File: src/rtl/stream_mux_rr_pkg.sv
// -----------------------------------------------------------------------------
// stream_mux_rr_pkg
// Shared definitions for the round-robin stream multiplexer:
//   MODE_FIXED / MODE_RR : encodings of the MODE input
//   lock_state_e         : packet-lock FSM state encodings (ST_IDLE, ST_LOCK),
//                          used only when STREAM_MUX_PKT_LOCK_EN is defined
// -----------------------------------------------------------------------------
package stream_mux_rr_pkg;

   localparam logic MODE_FIXED = 1'b0;
   localparam logic MODE_RR    = 1'b1;

   typedef enum logic {
      ST_IDLE = 1'b0,
      ST_LOCK = 1'b1
   } lock_state_e;

endpackage : stream_mux_rr_pkg

File: src/rtl/stream_mux_rr_arbiter.sv
// -----------------------------------------------------------------------------
// rr_arbiter
// Purely combinational grant logic for stream_mux_rr.
// Ports:
//   REQ       in  N   per-channel request (IN_VALID)
//   PTR       in  SW  round-robin start position
//   MODE      in  1   MODE_FIXED: grant SEL if requesting; MODE_RR: scan from PTR
//   SEL       in  SW  fixed-mode channel index (values >= N never grant)
//   GNT_VALID out 1   a channel is granted
//   GNT_IDX   out SW  granted channel index (0 when GNT_VALID=0)
// -----------------------------------------------------------------------------
module rr_arbiter
   import stream_mux_rr_pkg::*;
#(
   parameter int N  = 4,
   parameter int SW = $clog2(N)
) (
   input  logic [N-1:0]  REQ,
   input  logic [SW-1:0] PTR,
   input  logic          MODE,
   input  logic [SW-1:0] SEL,
   output logic          GNT_VALID,
   output logic [SW-1:0] GNT_IDX
);

   logic          gnt_valid_s;
   logic [SW-1:0] gnt_idx_s;

   // Grant selection: fixed index or first requester at/after PTR, wrapping mod N
   always_comb begin
      int          cand_v;
      logic [SW-1:0] idx_v;
      gnt_valid_s = 1'b0;
      gnt_idx_s   = '0;
      cand_v      = 0;
      idx_v       = '0;
      if (MODE == MODE_RR) begin
         for (int i = 0; i < N; i++) begin
            // N need not be a power of two, so wrap with a modulo rather than overflow
            cand_v = (int'(PTR) + i) % N;
            idx_v  = SW'(cand_v);
            if (!gnt_valid_s && REQ[idx_v]) begin
               gnt_valid_s = 1'b1;
               gnt_idx_s   = idx_v;
            end else begin
               gnt_valid_s = gnt_valid_s;
            end
         end
      end else begin
         if ((int'(SEL) < N) && REQ[SEL]) begin
            gnt_valid_s = 1'b1;
            gnt_idx_s   = SEL;
         end else begin
            gnt_valid_s = 1'b0;
         end
      end
   end

   assign GNT_VALID = gnt_valid_s;
   assign GNT_IDX   = gnt_idx_s;

endmodule : rr_arbiter

File: src/rtl/stream_mux_rr.sv
// -----------------------------------------------------------------------------
// stream_mux_rr
// N-channel, W-bit registered stream multiplexer with valid/ready handshake,
// fixed-select or round-robin arbitration, single-entry output register with
// full throughput (load while draining).
// Optional feature macro: STREAM_MUX_PKT_LOCK_EN -- adds IN_LAST/OUT_LAST and a
// lock FSM that holds the grant on one channel until its LAST beat.
// Ports:
//   CLK, RST (async, active high)
//   MODE, SEL                     grant mode and fixed-mode channel index
//   IN_DATA[N*W], IN_VALID[N]     channel k data at [k*W +: W]
//   IN_READY[N]                   one-hot or zero
//   OUT_DATA, OUT_CH, OUT_VALID   registered output word and its source channel
//   OUT_READY                     sink accept
//   IN_LAST[N], OUT_LAST          only with STREAM_MUX_PKT_LOCK_EN
// -----------------------------------------------------------------------------
module stream_mux_rr
   import stream_mux_rr_pkg::*;
#(
   parameter int W  = 8,
   parameter int N  = 4,
   parameter int SW = $clog2(N)
) (
   input  logic           CLK,
   input  logic           RST,
   input  logic           MODE,
   input  logic [SW-1:0]  SEL,
   input  logic [N*W-1:0] IN_DATA,
   input  logic [N-1:0]   IN_VALID,
   output logic [N-1:0]   IN_READY,
`ifdef STREAM_MUX_PKT_LOCK_EN
   input  logic [N-1:0]   IN_LAST,
   output logic           OUT_LAST,
`endif
   output logic [W-1:0]   OUT_DATA,
   output logic [SW-1:0]  OUT_CH,
   output logic           OUT_VALID,
   input  logic           OUT_READY
);

   logic [W-1:0]  ch_data_s [N];
   logic [SW-1:0] ptr_r;
   logic [SW-1:0] ptr_nxt_s;
   logic          arb_valid_s;
   logic [SW-1:0] arb_idx_s;
   logic          gnt_valid_s;
   logic [SW-1:0] gnt_idx_s;
   logic          ld_s;
   logic          xfer_s;
   logic          adv_ptr_s;
   logic [N-1:0]  in_ready_s;
   logic [W-1:0]  out_data_r;
   logic [SW-1:0] out_ch_r;
   logic          out_valid_r;

   rr_arbiter #(.N(N), .SW(SW)) u_arb (
      .REQ       (IN_VALID),
      .PTR       (ptr_r),
      .MODE      (MODE),
      .SEL       (SEL),
      .GNT_VALID (arb_valid_s),
      .GNT_IDX   (arb_idx_s)
   );

   // Unpack the flat input bus into per-channel words
   always_comb begin
      for (int k = 0; k < N; k++) begin
         ch_data_s[k] = IN_DATA[k*W +: W];
      end
   end

   assign ld_s = !out_valid_r || OUT_READY;

`ifdef STREAM_MUX_PKT_LOCK_EN
   lock_state_e   state_r;
   logic [SW-1:0] lock_ch_r;
   logic          out_last_r;

   // Grant: locked channel overrides the arbiter for the rest of its packet
   always_comb begin
      if (state_r == ST_LOCK) begin
         gnt_valid_s = IN_VALID[lock_ch_r];
         gnt_idx_s   = lock_ch_r;
      end else begin
         gnt_valid_s = arb_valid_s;
         gnt_idx_s   = arb_idx_s;
      end
   end

   // Pointer moves only once a packet finishes
   assign adv_ptr_s = xfer_s && IN_LAST[gnt_idx_s];

   // Packet lock FSM
   always_ff @(posedge CLK or posedge RST) begin
      if (RST) begin
         state_r   <= ST_IDLE;
         lock_ch_r <= '0;
      end else begin
         case (state_r)
            ST_IDLE: begin
               if (xfer_s && !IN_LAST[gnt_idx_s]) begin
                  state_r   <= ST_LOCK;
                  lock_ch_r <= gnt_idx_s;
               end else begin
                  state_r   <= ST_IDLE;
               end
            end
            ST_LOCK: begin
               if (xfer_s && IN_LAST[gnt_idx_s]) begin
                  state_r <= ST_IDLE;
               end else begin
                  state_r <= ST_LOCK;
               end
            end
            default: begin
               state_r   <= ST_IDLE;
               lock_ch_r <= '0;
            end
         endcase
      end
   end

   // LAST flag travels with the registered word
   always_ff @(posedge CLK or posedge RST) begin
      if (RST) begin
         out_last_r <= 1'b0;
      end else if (xfer_s) begin
         out_last_r <= IN_LAST[gnt_idx_s];
      end else begin
         out_last_r <= out_last_r;
      end
   end

   assign OUT_LAST = out_last_r;
`else
   assign gnt_valid_s = arb_valid_s;
   assign gnt_idx_s   = arb_idx_s;
   assign adv_ptr_s   = xfer_s;
`endif

   // RST gating keeps upstream from seeing a handshake while the register is cleared
   assign xfer_s = gnt_valid_s && ld_s && !RST;

   assign ptr_nxt_s = (gnt_idx_s == SW'(N-1)) ? '0 : (gnt_idx_s + SW'(1));

   // One-hot ready toward the granted channel only
   always_comb begin
      in_ready_s = '0;
      if (xfer_s) begin
         in_ready_s[gnt_idx_s] = 1'b1;
      end else begin
         in_ready_s = '0;
      end
   end

   // Output register and round-robin pointer
   always_ff @(posedge CLK or posedge RST) begin
      if (RST) begin
         out_data_r  <= '0;
         out_ch_r    <= '0;
         out_valid_r <= 1'b0;
         ptr_r       <= '0;
      end else begin
         if (xfer_s) begin
            // Covers the load-while-draining case: the new word replaces the old one
            out_data_r  <= ch_data_s[gnt_idx_s];
            out_ch_r    <= gnt_idx_s;
            out_valid_r <= 1'b1;
         end else if (out_valid_r && OUT_READY) begin
            out_valid_r <= 1'b0;
         end else begin
            out_valid_r <= out_valid_r;
         end
         if (adv_ptr_s) begin
            ptr_r <= ptr_nxt_s;
         end else begin
            ptr_r <= ptr_r;
         end
      end
   end

   assign IN_READY  = in_ready_s;
   assign OUT_DATA  = out_data_r;
   assign OUT_CH    = out_ch_r;
   assign OUT_VALID = out_valid_r;

endmodule : stream_mux_rr

File: config.mk
export PLATFORM = sky130hd
export DESIGN_NAME = stream_mux_rr
export DESIGN_NICKNAME = d
export VERILOG_FILES = /design/src/rtl/stream_mux_rr_pkg.sv /design/src/rtl/stream_mux_rr_arbiter.sv /design/src/rtl/stream_mux_rr.sv
export SDC_FILE = /design/constraint.sdc
export NUM_CORES = 1
export LEC_CHECK = 0
export BUFFER_PORTS_ARGS = -buffer_cell sky130_fd_sc_hd__buf_4
export CORE_ASPECT_RATIO = 0.75
export CORE_MARGIN = 10
export CORE_UTILIZATION = 45
export CTS_CLUSTER_DIAMETER = 60
export DETAILED_ROUTE_END_ITERATION = 16
export HOLD_SLACK_MARGIN = 0.02
export PLACE_DENSITY_LB_ADDON = 0.3
export SYNTH_ARGS = -nofsm -noshare
export SYNTH_HDL_FRONTEND = slang
export SYNTH_SLANG_ARGS = --single-unit
export TNS_END_PERCENT = 20
File: constraint.sdc
create_clock -name CLK -period 2.3 [get_ports CLK]
set_clock_uncertainty 0.05 [all_clocks]
set_input_delay 0 -clock CLK [delete_from_list [all_inputs] [get_ports CLK]]
set_output_delay 0 -clock CLK [all_outputs]
set_load 0.1 [all_outputs]
## Word level (Yosys, flattened, before mapping)

Index checks and enable logic that the tools add are counted.

| operators by class | value |
|---|---|
| add/subtract/negate cells | 4 |
| magnitude comparators | 8 |
| equality and inequality tests | 1 |
| mux-type cells | 34 |
| bitwise gates (word level) | 1 |
| reductions and logical operators | 14 |

Operators by type and width:

| kind | number |
|---|---|
| 2-bit by 3-bit < comparator with 1-bit output (second input constant) | 6 |
| 1-bit 2-to-1 mux | 17 |
| 8-bit binary-select mux with 2-bit select | 1 |
| 8-bit 2-to-1 mux | 2 |
| 2-bit 2-to-1 mux | 7 |
| 1-bit binary-select mux with 2-bit select | 5 |
| 1-bit logical AND | 7 |
| 1-bit zero test | 5 |
| 2-bit by 1-bit adder with 2-bit output (second input constant) | 2 |
| 2-bit adder (second input constant) | 2 |
| 4-bit 2-to-1 mux | 1 |
| 3-bit >= comparator (second input constant) | 1 |
| 2-bit inverter with 3-bit output | 1 |
| 1-bit demux with 2-bit select | 1 |
| 2-bit equality test (second input constant) | 1 |
| 2-bit by 1-bit >= comparator with 1-bit output (second input constant) | 1 |
| 2-bit nonzero test | 1 |
| 1-bit logical OR | 1 |

| storage, ports and cells | value |
|---|---|
| register bits after elaboration | 13 |
| bits of input ports | 42 |
| output and inout bits | 15 |
| word-level logic and storage cells | 66 |

## Depth between registers and ports, before layout

| logic depth | value |
|---|---|
| depth in word-level cells | 21 |
| depth in mapped cells | 6 |
| mapped depth without buffers | 5 |

## Cells and area by module

From an unflattened synthesis, not the netlist that was laid out.

| unflattened totals | value |
|---|---|
| cell total of the unflattened synthesis | 81 |
| area total of the unflattened synthesis | 984.7 um^2 |

By module, submodules not included:

| module | times used | cells each | area an instance (um^2) | seq. area each (um^2) |
|---|---|---|---|---|
| stream_mux_rr | 1 | 53 | 788.3 | 325.3 |
| rr_arbiter | 1 | 28 | 196.4 | 0.0 |

## Least setup slack after synthesis

No wires, ideal clock.

| timing path | value |
|---|---|
| kind | flip-flop to output port |
| start point | register out_valid_r (netlist: OUT_VALID) |
| end point | output IN_READY[0] |
| arrival | 2.793 ns |
| required time | 2.250 ns |
| setup slack | -0.543 ns |
| cell stages (with the launch flop) | 6 |
| path buffers | 1 |
| cells stage by stage | dfrtp_1 a21oi_1 o21ai_1 buf_2 or2_4 nor2_1 |

| on the way | value |
|---|---|
| word-level cells in the longest chain between the ends | 5 |

Ends and longest elaborated chain:

| item | RTL line | source |
|---|---|---|
| start, declared | stream_mux_rr.sv:54 | `logic out_valid_r;` |
| start signal, assigned | stream_mux_rr.sv:172 | `out_valid_r <= out_valid_r;` |
| 1-bit zero test | stream_mux_rr.sv:72 | `assign ld_s = !out_valid_r \|\| OUT_READY;` |
| 1-bit logical OR | stream_mux_rr.sv:72 |  |
| 1-bit logical AND (2 in a row) | stream_mux_rr.sv:142 | `assign xfer_s = gnt_valid_s && ld_s && !RST;` |
| 4-bit 2-to-1 mux | stream_mux_rr.sv:149 | `if (xfer_s) begin` |
| end, declared | stream_mux_rr.sv:30 | `output logic [N-1:0] IN_READY,` |

No other way between the ends.

## Worst setup path in the final report

| timing path | value |
|---|---|
| start point | register ptr_r[1] |
| end point | output IN_READY[1] |

| on the way | value |
|---|---|
| word-level cells in the longest chain between the ends | 21 |
| elaborated cells between the ends (all ways) | 38 |
| those cells by class | add/sub (3); order compare (2); mux (24); reduce/logical (9) |

Ends and longest elaborated chain:

| item | RTL line | source |
|---|---|---|
| start, declared | stream_mux_rr.sv:42 | `logic [SW-1:0] ptr_r;` |
| start signal, assigned | stream_mux_rr.sv:175 | `ptr_r <= ptr_nxt_s;` |
| start signal, assigned | stream_mux_rr.sv:177 | `ptr_r <= ptr_r;` |
| 1-bit binary-select mux with 2-bit select | stream_mux_rr_arbiter.sv:42 | `if (!gnt_valid_s && REQ[idx_v]) begin` |
| 1-bit 2-to-1 mux (implied by the code) | stream_mux_rr_arbiter.sv:42 |  |
| 1-bit 2-to-1 mux | stream_mux_rr_arbiter.sv:42 |  |
| 1-bit 2-to-1 mux | stream_mux_rr_arbiter.sv:37 | `if (MODE == MODE_RR) begin` |
| 1-bit zero test | stream_mux_rr_arbiter.sv:42 |  |
| 1-bit logical AND | stream_mux_rr_arbiter.sv:42 |  |
| 1-bit 2-to-1 mux | stream_mux_rr_arbiter.sv:42 |  |
| 1-bit 2-to-1 mux | stream_mux_rr_arbiter.sv:37 |  |
| [5 not listed] | n/a |  |
| 1-bit logical AND | stream_mux_rr_arbiter.sv:42 |  |
| 2-bit 2-to-1 mux | stream_mux_rr_arbiter.sv:42 |  |
| 2-bit 2-to-1 mux | stream_mux_rr_arbiter.sv:37 |  |
| 2-bit by 3-bit < comparator with 1-bit output (implied by the code) / 2-bit by 1-bit >= comparator with 1-bit output (equally long branches) | stream_mux_rr.sv:150 | `in_ready_s[gnt_idx_s] = 1'b1;` |
| 1-bit logical AND (implied by the code) | stream_mux_rr.sv:150 |  |
| 1-bit 2-to-1 mux (implied by the code) | stream_mux_rr.sv:150 |  |
| 1-bit demux with 2-bit select | stream_mux_rr.sv:150 |  |
| 4-bit 2-to-1 mux * | stream_mux_rr.sv:149 |  |

Mark *: on every way between the ends. The rest lies on a longest branch, timed or not. The select of a mux whose other input is x is not followed.

==> results.md <==
* CP max stage delay at 0.46 ns
* Status: completed
* Number of diodes at 0
* Top-count cell post-synth: mux2i_1
* Setup crit end: IN_READY[1]
* Routed Antenna Nets at 0
* Pint at 0.628 mW
* Ys flop type: dfrtp_1
* Clock Path Buffers at 2
* Crit path kind: flop to primary output
* Synthesis-to-finish area growth at 80.4%
* CTS tree: done
* Combinational fraction of design power at 64.9%
* Boundary pin count at 57
* Worst-Margin Slew at 0.530 ns
* Initial antenna violation count at 0
* Cell area power density at 865 mW/mm^2
* VDD IR max at 0.627 mV
* Worst R2R Start: ptr_r[1]
* Worst setup path startpoint: ptr_r[1]
* Count of different cell masters after synthesis at 30
* CP top delay family: compound AO/OA/AOI/OAI gates
* CP Launch Type: flop
* Unrepaired setup endpoints after global routing: no
* Nets at 226
* Initial DRT Pass Iterations at 4
* Clock Pin Slew Worst Setup and Hold Paths at 0.08 ns
* Endpoints failing hold at 0
* Switching share of total power at 56.6%
* Die ar. at 0.00429 sq mm
* Critical Path Sink Type: primary output
* Non-Filler Instances at 207
* R2r setup slk at 0.32 ns
* Max_cap viols at 0
* Synth Net Count at 140
* Number of global-route vias before repair at 1303
* 1st-iter DRT viols at 183
* Tot Pwr at 1.45 mW
* Mapped cell area at 927 sq um
* Tcrit/Tclk final at 93.0%
* Post-Synthesis Cells at 98
* Yosys top cell by area: dfrtp_1
* Final core area utilization at 84.5%
* Number of instances in the placed design at 177
* Max-slew headroom at 64.6%
* Via Count at 1201
* All-Layer GR Usage at 20.0%
* Syn_area_per_cell at 9.46 sq um
* Synth cell count leaders: 18 x mux2i_1, 15 x nand2_1, 13 x dfrtp_1
* Post-synthesis sequential area ratio at 35.1%
* Yosys warning total at 0
* Core ar. at 0.00198 sq mm
* Leak at 0.809 nW
* Starting Density at 46.8%
* Post-synth EDFFs at 0
* Critical-path top delay cell: a311oi_1
* Setup violators final at 0
* Port bufs at 56
* Cell row count at 14
* Die W at 72.4 um
* Share of layout cells above drive strength 1 at 38.8%
* Crit-path cells: nand2_1 -> a311oi_1 -> o32ai_4 -> or2_4 -> nor2_2 -> buf_4
* Gpl congestion at 0.782
* Fin Setup TNS at 0 ns
* Largest net degree at the start of global routing at 20
* Post-synthesis async set-or-reset flop share at 100%
* Worst-skew pair later-pin latency at 0.30 ns
* Max Clk Rate at 0.468 GHz
* Post-CTS setup buffers at 0
* Min-Delay Path Class: primary input to flop
* Synthesized flop and latch total at 13
* Crit path buf inv count at 1
* Clock share of power at 10.9%
* Worst Path Arrival at 2.09 ns
* CP required at 2.25 ns
* First-pass GRT wire length at 6.65 mm
* Worst Reg-to-Reg Cells at 6
* Worst path depth at 6
* CTS root buf: clkbuf_4
* Reg-to-Reg End: OUT_DATA[5]
* DR vias/cell at 5.80
* Die Y-Extent at 59.3 um
* Clock Sinks at 13
* Tmin final at 2.14 ns
* Crit Path Max Fanout at 7
* # DRC at 0
* CTS Buf Count at 3
* Drt total wl at 4.19 mm
* Net Sw Power at 0.819 mW
* Min Hold Slack at 0.0143 ns
* Slew Limit Fails at 0
* Sequential share of power at 24.2%
* DP Wirelength at 2.67 mm
* Drt wl/cell at 20.2 um
* GRT overflow at 0
* Top-area cell type share of the netlist area at 35.1%
* H-tree depth at 1
* Largest cells by area after synthesis: dfrtp_1 35%, mux2i_1 19%, o221ai_1 7.6%, nand2_1 6.1%, buf_6 2.4%
[worst min path at each step]
stage / from / end / cells after the start / slack [ns]
floorplan: RST / OUT_CH[0] / 1 / -0.17
global placement: RST / OUT_VALID / 2 / 0.02
detailed placement: RST / OUT_VALID / 2 / 0.05
CTS: IN_DATA[3] / OUT_DATA[3] / 3 / 0.02
global route: IN_DATA[8] / OUT_DATA[0] / 3 / 0.03
finish: IN_DATA[3] / OUT_DATA[3] / 3 / 0.01
[worst min-delay path: stages]
cell,delay (ns)
buf_4,0.08
mux2i_1,0.07
o221ai_1,0.16
[power by group through the flow]
stage	logic [mW]	clock network (mW)	registers (mW)
after global routing	0.979	0.168	0.357
final	0.939	0.157	0.350
after global placement	0.864	0	0.343
after detailed placement	0.882	0	0.348
after CTS	0.917	0.155	0.345
after floorplan	0.248	0	0.759
[timing repair]
action / CTS / global route
gates resized for setup: 0 / 1
setup endpoints to repair: 0 / 2
hold buffers: 26 / 0
hold endpoints to repair: 21 / 0
[logic make-up (layout without fill, tap and decap cells)]
| logic type | count (synthesis) | after routing | synth area share, % |
|---|---|---|---|
| compound gates | 27 | 27 | 23.5 |
| buf+inv | 7 | 92 | 4.59 |
| flops | 13 | 13 | 35.1 |
| mux | 18 | 18 | 19.4 |
| simple gates | 33 | 33 | 17.4 |
[layer usage]
metal | part of all wire, % | global-route usage, % | wire length (um) | up-vias
li1 | - | - | - | 539
met1 | 31 | 19.3 | 1310 | 570
met2 | 54 | 35.1 | 2260 | 72
met3 | 10 | 9.55 | 439 | 20
met4 | 4.4 | 10.3 | 184 | 0
met5 | 0 | 0 | 0 | -
[layout by cell type (no fill, tap or decap), drive strengths merged, types with 2 or more instances in the layout]
master       instances
o21ai                4
a21oi                2
inv                  4
nor2                 6
a31oi                2
o21a                 3
clkbuf               3
dfrtp               13
nand2               15
a21o                 2
buf                 58
dlygate4sd3         26
mux2i               18
nand3                2
o221ai               8
or2                  2
nand2b               3
[metrics by stage]
| stage | worst slack, ns | cell area [sq um] |
|---|---|---|
| after floorplan | -0.344 | 932 |
| after global placement | 0.545 | 1380 |
| after detailed placement | 0.406 | 1380 |
| after CTS | 0.147 | 1670 |
| after global routing | 0.0194 | 1670 |
| final | 0.162 | 1670 |
[layout make-up]
cell class                      count  area, sq um
Timing Repair Buffer               84          699
Multi-Input combinational cell     78          576
Sequential cell                    13          325
Fill cell                         104          307
Tap cell                           24         30.0
Clock buffer                        3         22.5
Inverter                            4         15.0
Clock inverter                      1         5.00
[sequential cells by signal, indices dropped and copies added (netlist names)]
| signal | count |
|---|---|
| OUT_DATA | 8 |
| ptr_r | 2 |
| OUT_CH | 2 |
| OUT_VALID | 1 |
Note: power is estimated with default switching activity, not from simulation.
